===== src/rtl/spiketpu_pkg.sv =====
// Shared spiketpu definitions: weight-reader FSM states and the default
// geometry that the weight FIFO and PE array are built around.
package spiketpu_pkg;

  typedef enum logic [1:0] {
    IDLE  = 2'd0,
    FETCH = 2'd1,
    LOAD  = 2'd2
  } reader_state_e;

  localparam int WEIGHT_WIDTH_DEFAULT = 1;
  localparam int ROWS_DEFAULT         = 8;

endpackage


===== src/rtl/weight_fifo_reader_if.sv =====
// Read-side handshake between a weight FIFO and the column reader.
// The master drives pops; the slave (the FIFO) returns the empty flag and registered data.
interface weight_fifo_reader_if
  import spiketpu_pkg::*;
#(
  parameter int DATA_WIDTH = WEIGHT_WIDTH_DEFAULT
) ();

  logic                  fifo_r_en;
  logic                  fifo_empty;
  logic [DATA_WIDTH-1:0] fifo_rd_data;

  modport master (
    output fifo_r_en,
    input  fifo_empty,
    input  fifo_rd_data
  );

  modport slave (
    input  fifo_r_en,
    output fifo_empty,
    output fifo_rd_data
  );

endinterface


===== src/rtl/weight_fifo_reader.sv =====
// Pops ROWS words from the weight FIFO, packs them into one column bus and
// strobes weights_load so every PE row latches its weight on the same cycle.
module weight_fifo_reader
  import spiketpu_pkg::*;
#(
  parameter int ROWS       = ROWS_DEFAULT,
  parameter int DATA_WIDTH = WEIGHT_WIDTH_DEFAULT
) (
  input  logic                       clk,
  input  logic                       rst,
  input  logic                       start,
  weight_fifo_reader_if.master       fifo,
  output logic [ROWS*DATA_WIDTH-1:0] weights_out,
  output logic                       weights_load,
  output logic                       busy,
  output logic                       done
);

  localparam int CNT_W = $clog2(ROWS + 1);
  localparam int W     = ROWS * DATA_WIDTH;

  localparam logic [CNT_W-1:0] ROWS_CNT = CNT_W'(ROWS);
  localparam logic [CNT_W-1:0] LAST_CAP = CNT_W'(ROWS - 1);
  localparam logic [CNT_W-1:0] CNT_ONE  = CNT_W'(1);

  reader_state_e    state_q, state_d;
  logic [CNT_W-1:0] issue_cnt_q, issue_cnt_d;
  logic [CNT_W-1:0] cap_cnt_q, cap_cnt_d;
  logic             rd_pending_q, rd_pending_d;
  logic [W-1:0]     shift_q, shift_d;
  logic [W-1:0]     weights_q, weights_d;
  logic             load_q, load_d;
  logic             busy_q, busy_d;
  logic             r_en;
  logic [W-1:0]     shifted;

  // New words enter at the top slice, so the first word popped ends up in slice 0.
  assign shifted = {fifo.fifo_rd_data, shift_q[W-1:DATA_WIDTH]};

  always_comb begin
    state_d      = state_q;
    issue_cnt_d  = issue_cnt_q;
    cap_cnt_d    = cap_cnt_q;
    rd_pending_d = 1'b0;
    shift_d      = shift_q;
    weights_d    = weights_q;
    load_d       = 1'b0;
    busy_d       = busy_q;
    r_en         = 1'b0;

    unique case (state_q)
      IDLE: begin
        if (start) begin
          issue_cnt_d = '0;
          cap_cnt_d   = '0;
          busy_d      = 1'b1;
          state_d     = FETCH;
        end
      end

      FETCH: begin
        r_en         = (issue_cnt_q < ROWS_CNT) && !fifo.fifo_empty;
        rd_pending_d = r_en;
        if (r_en) begin
          issue_cnt_d = issue_cnt_q + CNT_ONE;
        end
        // Read data arrives one cycle after the pop, tracked by rd_pending_q.
        if (rd_pending_q) begin
          shift_d   = shifted;
          cap_cnt_d = cap_cnt_q + CNT_ONE;
          if (cap_cnt_q == LAST_CAP) begin
            weights_d = shifted;
            load_d    = 1'b1;
            state_d   = LOAD;
          end
        end
      end

      LOAD: begin
        busy_d  = 1'b0;
        state_d = IDLE;
      end

      default: begin
        busy_d  = 1'b0;
        state_d = IDLE;
      end
    endcase
  end

  always_ff @(posedge clk) begin
    if (rst) begin
      state_q      <= IDLE;
      issue_cnt_q  <= '0;
      cap_cnt_q    <= '0;
      rd_pending_q <= 1'b0;
      shift_q      <= '0;
      weights_q    <= '0;
      load_q       <= 1'b0;
      busy_q       <= 1'b0;
    end else begin
      state_q      <= state_d;
      issue_cnt_q  <= issue_cnt_d;
      cap_cnt_q    <= cap_cnt_d;
      rd_pending_q <= rd_pending_d;
      shift_q      <= shift_d;
      weights_q    <= weights_d;
      load_q       <= load_d;
      busy_q       <= busy_d;
    end
  end

  assign fifo.fifo_r_en = r_en;
  assign weights_out    = weights_q;
  assign weights_load   = load_q;
  assign done           = load_q;
  assign busy           = busy_q;

endmodule


===== src/flat_wrapper.sv =====
// flat-port wrapper written by rule: the top's interface ports become plain ports
module weight_fifo_reader_flat import spiketpu_pkg::*;
#(
  parameter int ROWS       = ROWS_DEFAULT,
  parameter int DATA_WIDTH = WEIGHT_WIDTH_DEFAULT
)
  (clk, rst, start, weights_out, weights_load, busy, done, fifo_fifo_r_en, fifo_fifo_empty, fifo_fifo_rd_data);
  weight_fifo_reader_if #(.DATA_WIDTH(DATA_WIDTH)) fifo_i ();
  input  logic clk;
  input  logic rst;
  input  logic start;
  output logic [ROWS*DATA_WIDTH-1:0] weights_out;
  output logic weights_load;
  output logic busy;
  output logic done;
  output wire logic [$bits(fifo_i.fifo_r_en)-1:0] fifo_fifo_r_en;
  input wire logic [$bits(fifo_i.fifo_empty)-1:0] fifo_fifo_empty;
  input wire logic [$bits(fifo_i.fifo_rd_data)-1:0] fifo_fifo_rd_data;
  assign fifo_fifo_r_en = fifo_i.fifo_r_en;
  assign fifo_i.fifo_empty = fifo_fifo_empty;
  assign fifo_i.fifo_rd_data = fifo_fifo_rd_data;
  weight_fifo_reader #(.ROWS(ROWS), .DATA_WIDTH(DATA_WIDTH)) u_core (.clk(clk), .rst(rst), .start(start), .fifo(fifo_i), .weights_out(weights_out), .weights_load(weights_load), .busy(busy), .done(done));
endmodule

===== config.mk =====
export PLATFORM = sky130hd
export DESIGN_NAME = weight_fifo_reader_flat
export DESIGN_NICKNAME = d
export VERILOG_FILES = /design/src/rtl/spiketpu_pkg.sv /design/src/rtl/weight_fifo_reader_if.sv /design/src/rtl/weight_fifo_reader.sv /design/src/flat_wrapper.sv
export SDC_FILE = /design/constraint.sdc
export NUM_CORES = 1
export LEC_CHECK = 0
export ABC_CLOCK_PERIOD_IN_PS = 1800
export CORE_MARGIN = 5
export CORE_UTILIZATION = 56
export DETAILED_ROUTE_END_ITERATION = 8
export DONT_BUFFER_PORTS = 1
export GPL_TIMING_DRIVEN = 0
export PLACE_DENSITY = 0.75
export SLEW_MARGIN = 5
export SYNTH_ARGS = -nofsm -noshare
export SYNTH_HDL_FRONTEND = slang
export SYNTH_SLANG_ARGS = --single-unit

===== constraint.sdc =====
create_clock -name clk -period 1.8 [get_ports clk]
set_clock_uncertainty 0.2 [all_clocks]
set_input_delay 0.27 -clock clk [delete_from_list [all_inputs] [get_ports clk]]
set_output_delay 0.27 -clock clk [all_outputs]
set_load 0.03 [all_outputs]

==> impl_metrics.csv <==
group,metric,value,unit
timing,slew_violations,0,
synth,synth_top_family_by_area,"simple AND/OR/NAND/NOR gates",
routing,drc,0,
synth,synth-seq-cells,28,
clocking,clkSinkCount,28,
run_status,violations,"setup timing",
synth,yosys_warnings,0,
worst_setup_path,r2r_slack,70,ps
routing,wl_per_cell,14.13,um
power_and_ir_drop,ir_drop,634.1,uV
timing,setup_viol,1,
floorplan,die_area,3128,sq um
routing,drt-pass1-iter-count,4,
worst_setup_path,critPathMaxFanout,2,
power_and_ir_drop,seqPwrFrac,57.6,%
synth,ys_seq_area_share,47.46,%
worst_setup_path,crit_type,"flop to primary output",
min_path,hp-class,"primary input to flop",
timing,final.period_utilization,100.2,%
synth,synth_top_area_share,47.46,%
cells_and_area,regArea,563.0,sq um
cells_and_area,multi_input_area,570.5,sq um
floorplan,start_util,59.60,%
timing,fin_ws,-3.105,ps
run_status,status,"complete, but fails checks",
power_and_ir_drop,combPwrFrac,5.8,%
global_routing,grt_usage,15.29,%
floorplan,io_pins,17,
worst_setup_path,crit_arrival,1330,ps
worst_setup_path,r2r_start,"u_core.issue_cnt_q[3]",
cells_and_area,design_area,1356,sq um
cells_and_area,drive_gt1_share,12.12,%
clocking,cts.clk_slew.worst_paths,150,ps
cells_and_area,syn_to_final_growth,14.83,%
clocking,clockBufferDepth,2,
synth,synth_commonest_cells,"28 x dfxtp_1, 17 x nand2b_1, 16 x mux2i_1",
routing,drtAntennaViolNets,0,
global_routing,grt-ovfl-total,0,
place,port-buffer-count,0,
routing,first_iter_violations,18,
min_path,min_to,"u_core.issue_cnt_q[2]",
clocking,clockRootBuffer,"clkbuf_4",
clocking,cts_max_level,1,
worst_setup_path,r2r_cells,4,
power_and_ir_drop,p_sw_share,20.12,%
floorplan,rows,16,
cells_and_area,num-nets-final,140,
power_and_ir_drop,p_leak,0.5266,nW
clocking,clk_latency,320,ps
floorplan,core-area,1982,sq um
power_and_ir_drop,power.switching,0.2217,mW
floorplan,die_x,55.93,um
worst_setup_path,crit_chain,"or4b_4 -> clkinv_8",
cells_and_area,diodes,0,
power_and_ir_drop,p_per_area,812.5,nW/um^2
worst_setup_path,cp-end-kind,"primary output",
global_routing,grt_antenna_before_repair,0,
synth,synth_flop_cell,"dfxtp_1",
timing,worstMarginPinSlew,493.9,ps
synth,yosys.area_share.adder,2.119,%
power_and_ir_drop,p_clk_share,36.5,%
synth,syn_inst,121,
place,hpwl,1553,um
power_and_ir_drop,intPower,0.8802,mW
synth,async_reset_ff_share,0,%
flow_run,maxCapViolations,0,
min_path,min_from,"fifo_fifo_empty",
global_routing,grt_pass1_wl,3960,um
global_routing,grt_start_max_net_pins,17,
synth,synthXorXnorAreaFrac,0.7415,%
worst_setup_path,cp_slowest_stage_delay,560,ps
synth,synth.area.mux_share,13.56,%
timing,fmax,554.6,MHz
worst_setup_path,cp-start-kind,"flop",
clocking,numCtsBuffers,3,
global_routing,grt_pass1_vias,882,
synth,yosysMostFrequentCell,"dfxtp_1",
routing,wirelength,2247,um
floorplan,fp.dieH,55.93,um
routing,num_vias,889,
cells_and_area,num-fill-cells,147,
place,gp_congestion,0.7637,
timing,final_hold_viol_count,0,
synth,synth.area.top_cells,"dfxtp_1 47%, mux2i_1 14%, nand2b_1 9.0%, nor2_1 4.1%, ha_1 2.1%",
worst_setup_path,crit_slowest_cell,"or4b_4",
min_path,hold_depth,2,
synth,synth_cell_types,35,
place,place_inst,148,
worst_setup_path,required,1330,ps
synth,synth_compound_area_share,9.322,%
synth,synth_edf_count,0,
synth,syn_area,1181,sq um
synth,yosys.area_share.simple,22.25,%
timing,rsz0062_at_grt,"yes",
cells_and_area,instances_no_fill,159,
timing,slew_headroom,67.01,%
synth,syn_nets,128,
timing,fin_crit,1803,ps
routing,via_per_inst,5.591,
place,placed_area,1215,sq um
clocking,cts_tree,"yes",
worst_setup_path,reg2reg_to,"u_core.issue_cnt_q[0]",
synth,synth_area_per_cell,9.761,sq um
synth,synth_top_area_cell,"dfxtp_1",
-- power groups by stage --
stage	Sequential, mW	Combinational, mW	Clock [mW]
after CTS	0.635	0.0657	0.410
after floorplan	0.647	0.0398	0
after detailed placement	0.648	0.0496	0
final	0.635	0.0644	0.403
after global placement	0.648	0.0479	0
after global routing	0.636	0.0704	0.438
-- cell usage in the layout (no fill, tap or decap), types with 3 or more instances in the layout --
cell type / n
buf_4: 4
a21oi_1: 3
nor2_1: 13
dfxtp_1: 26
clkbuf_4: 4
nand2b_1: 17
clkbuf_1: 4
mux2i_1: 16
dlygate4sd3_1: 5
nand2_1: 4
o21ai_0: 3
-- how the worst max path moves through the flow --
| stage | cells after the start | end | slack [ps] | from |
|---|---|---|---|---|
| 6_report | 2 | fifo_fifo_r_en | -3 | u_core.issue_cnt_q[3] |
| 5_1_grt | 2 | fifo_fifo_r_en | -30 | u_core.issue_cnt_q[3] |
| 4_1_cts | 3 | fifo_fifo_r_en | -70 | u_core.issue_cnt_q[3] |
| 3_5_place_dp | 5 | u_core.issue_cnt_q[3] | 110 | u_core.state_q[1] |
| 3_3_place_gp | 5 | u_core.weights_out[4] | 150 | u_core.cap_cnt_q[0] |
| 2_1_floorplan | 4 | u_core.issue_cnt_q[0] | 220 | u_core.state_q[1] |
-- area by class of cell --
class / count / share of cell area, %
buffer: 8 / 2.952
clock buffer: 3 / 1.661
clock inverter: 1 / 2.214
inverter: 3 / 1.753
multi-input combinational: 81 / 42.07
sequential: 28 / 41.51
tap: 27 / 2.491
timing repair buffer: 8 / 5.351
-- critical path: cells and delay by family (launching register included) --
kind | cells | cell delay [ps]
buf+inv | 1 | 90
simple gates | 1 | 560
flops | 1 | 350
-- per-stage QoR --
step | total power [mW] | utilization [%] | hold slack, ps | worst slack (ps) | setup TNS (ps)
floorplan | 0.6867 | - | 213.9 | 218.7 | 0
global placement | 0.6958 | 61.30 | 222.4 | 149.8 | 0
detailed placement | 0.6979 | 61.30 | 232.7 | 107.7 | 0
CTS | 1.111 | 68.69 | 51.15 | -68.38 | -68.38
global route | 1.145 | 68.43 | 68.16 | -34.73 | -34.73
finish | 1.102 | 68.43 | 70.60 | -3.105 | -3.105
-- logic make-up (layout without fill, tap and decap cells) --
logic type	count (synthesis)	after routing
AND/OR/NAND/NOR	46	46
flip-flops	28	28
AO/OA/AOI/OAI	16	16
multiplexers	16	16
buffers and inverters	12	23
adder cells (fa/ha/maj)	2	2
XOR/XNOR	1	1
-- sequential cells by signal, summed over array words and instances, names as in the netlist --
signal	count
u_core.state_q	2
u_core.rd_pending_q	1
u_core.weights_out	8
u_core.cap_cnt_q	4
u_core.issue_cnt_q	4
u_core.shift_q	7
u_core.busy	1
u_core.done	1
-- timing repair --
item                                   in CTS  in global routing
endpoints found under the hold margin       8                  0
hold buffers                                5                  0
resized for setup                           7                  2
setup buffers                               3                  0
setup endpoints to repair                   1                  3
pin swaps                                   1                  0
-- routing by layer --
metal / GRT usage, % / vias to the layer above / share of wire, %
met4: 4.407 / 0 / 0.71
met5: 0 / - / 0
met3: 3.248 / 2 / 4.4
li1: - / 444 / -
met2: 27.53 / 14 / 49
met1: 18.12 / 429 / 46
Power figures use the tool's default switching activity.
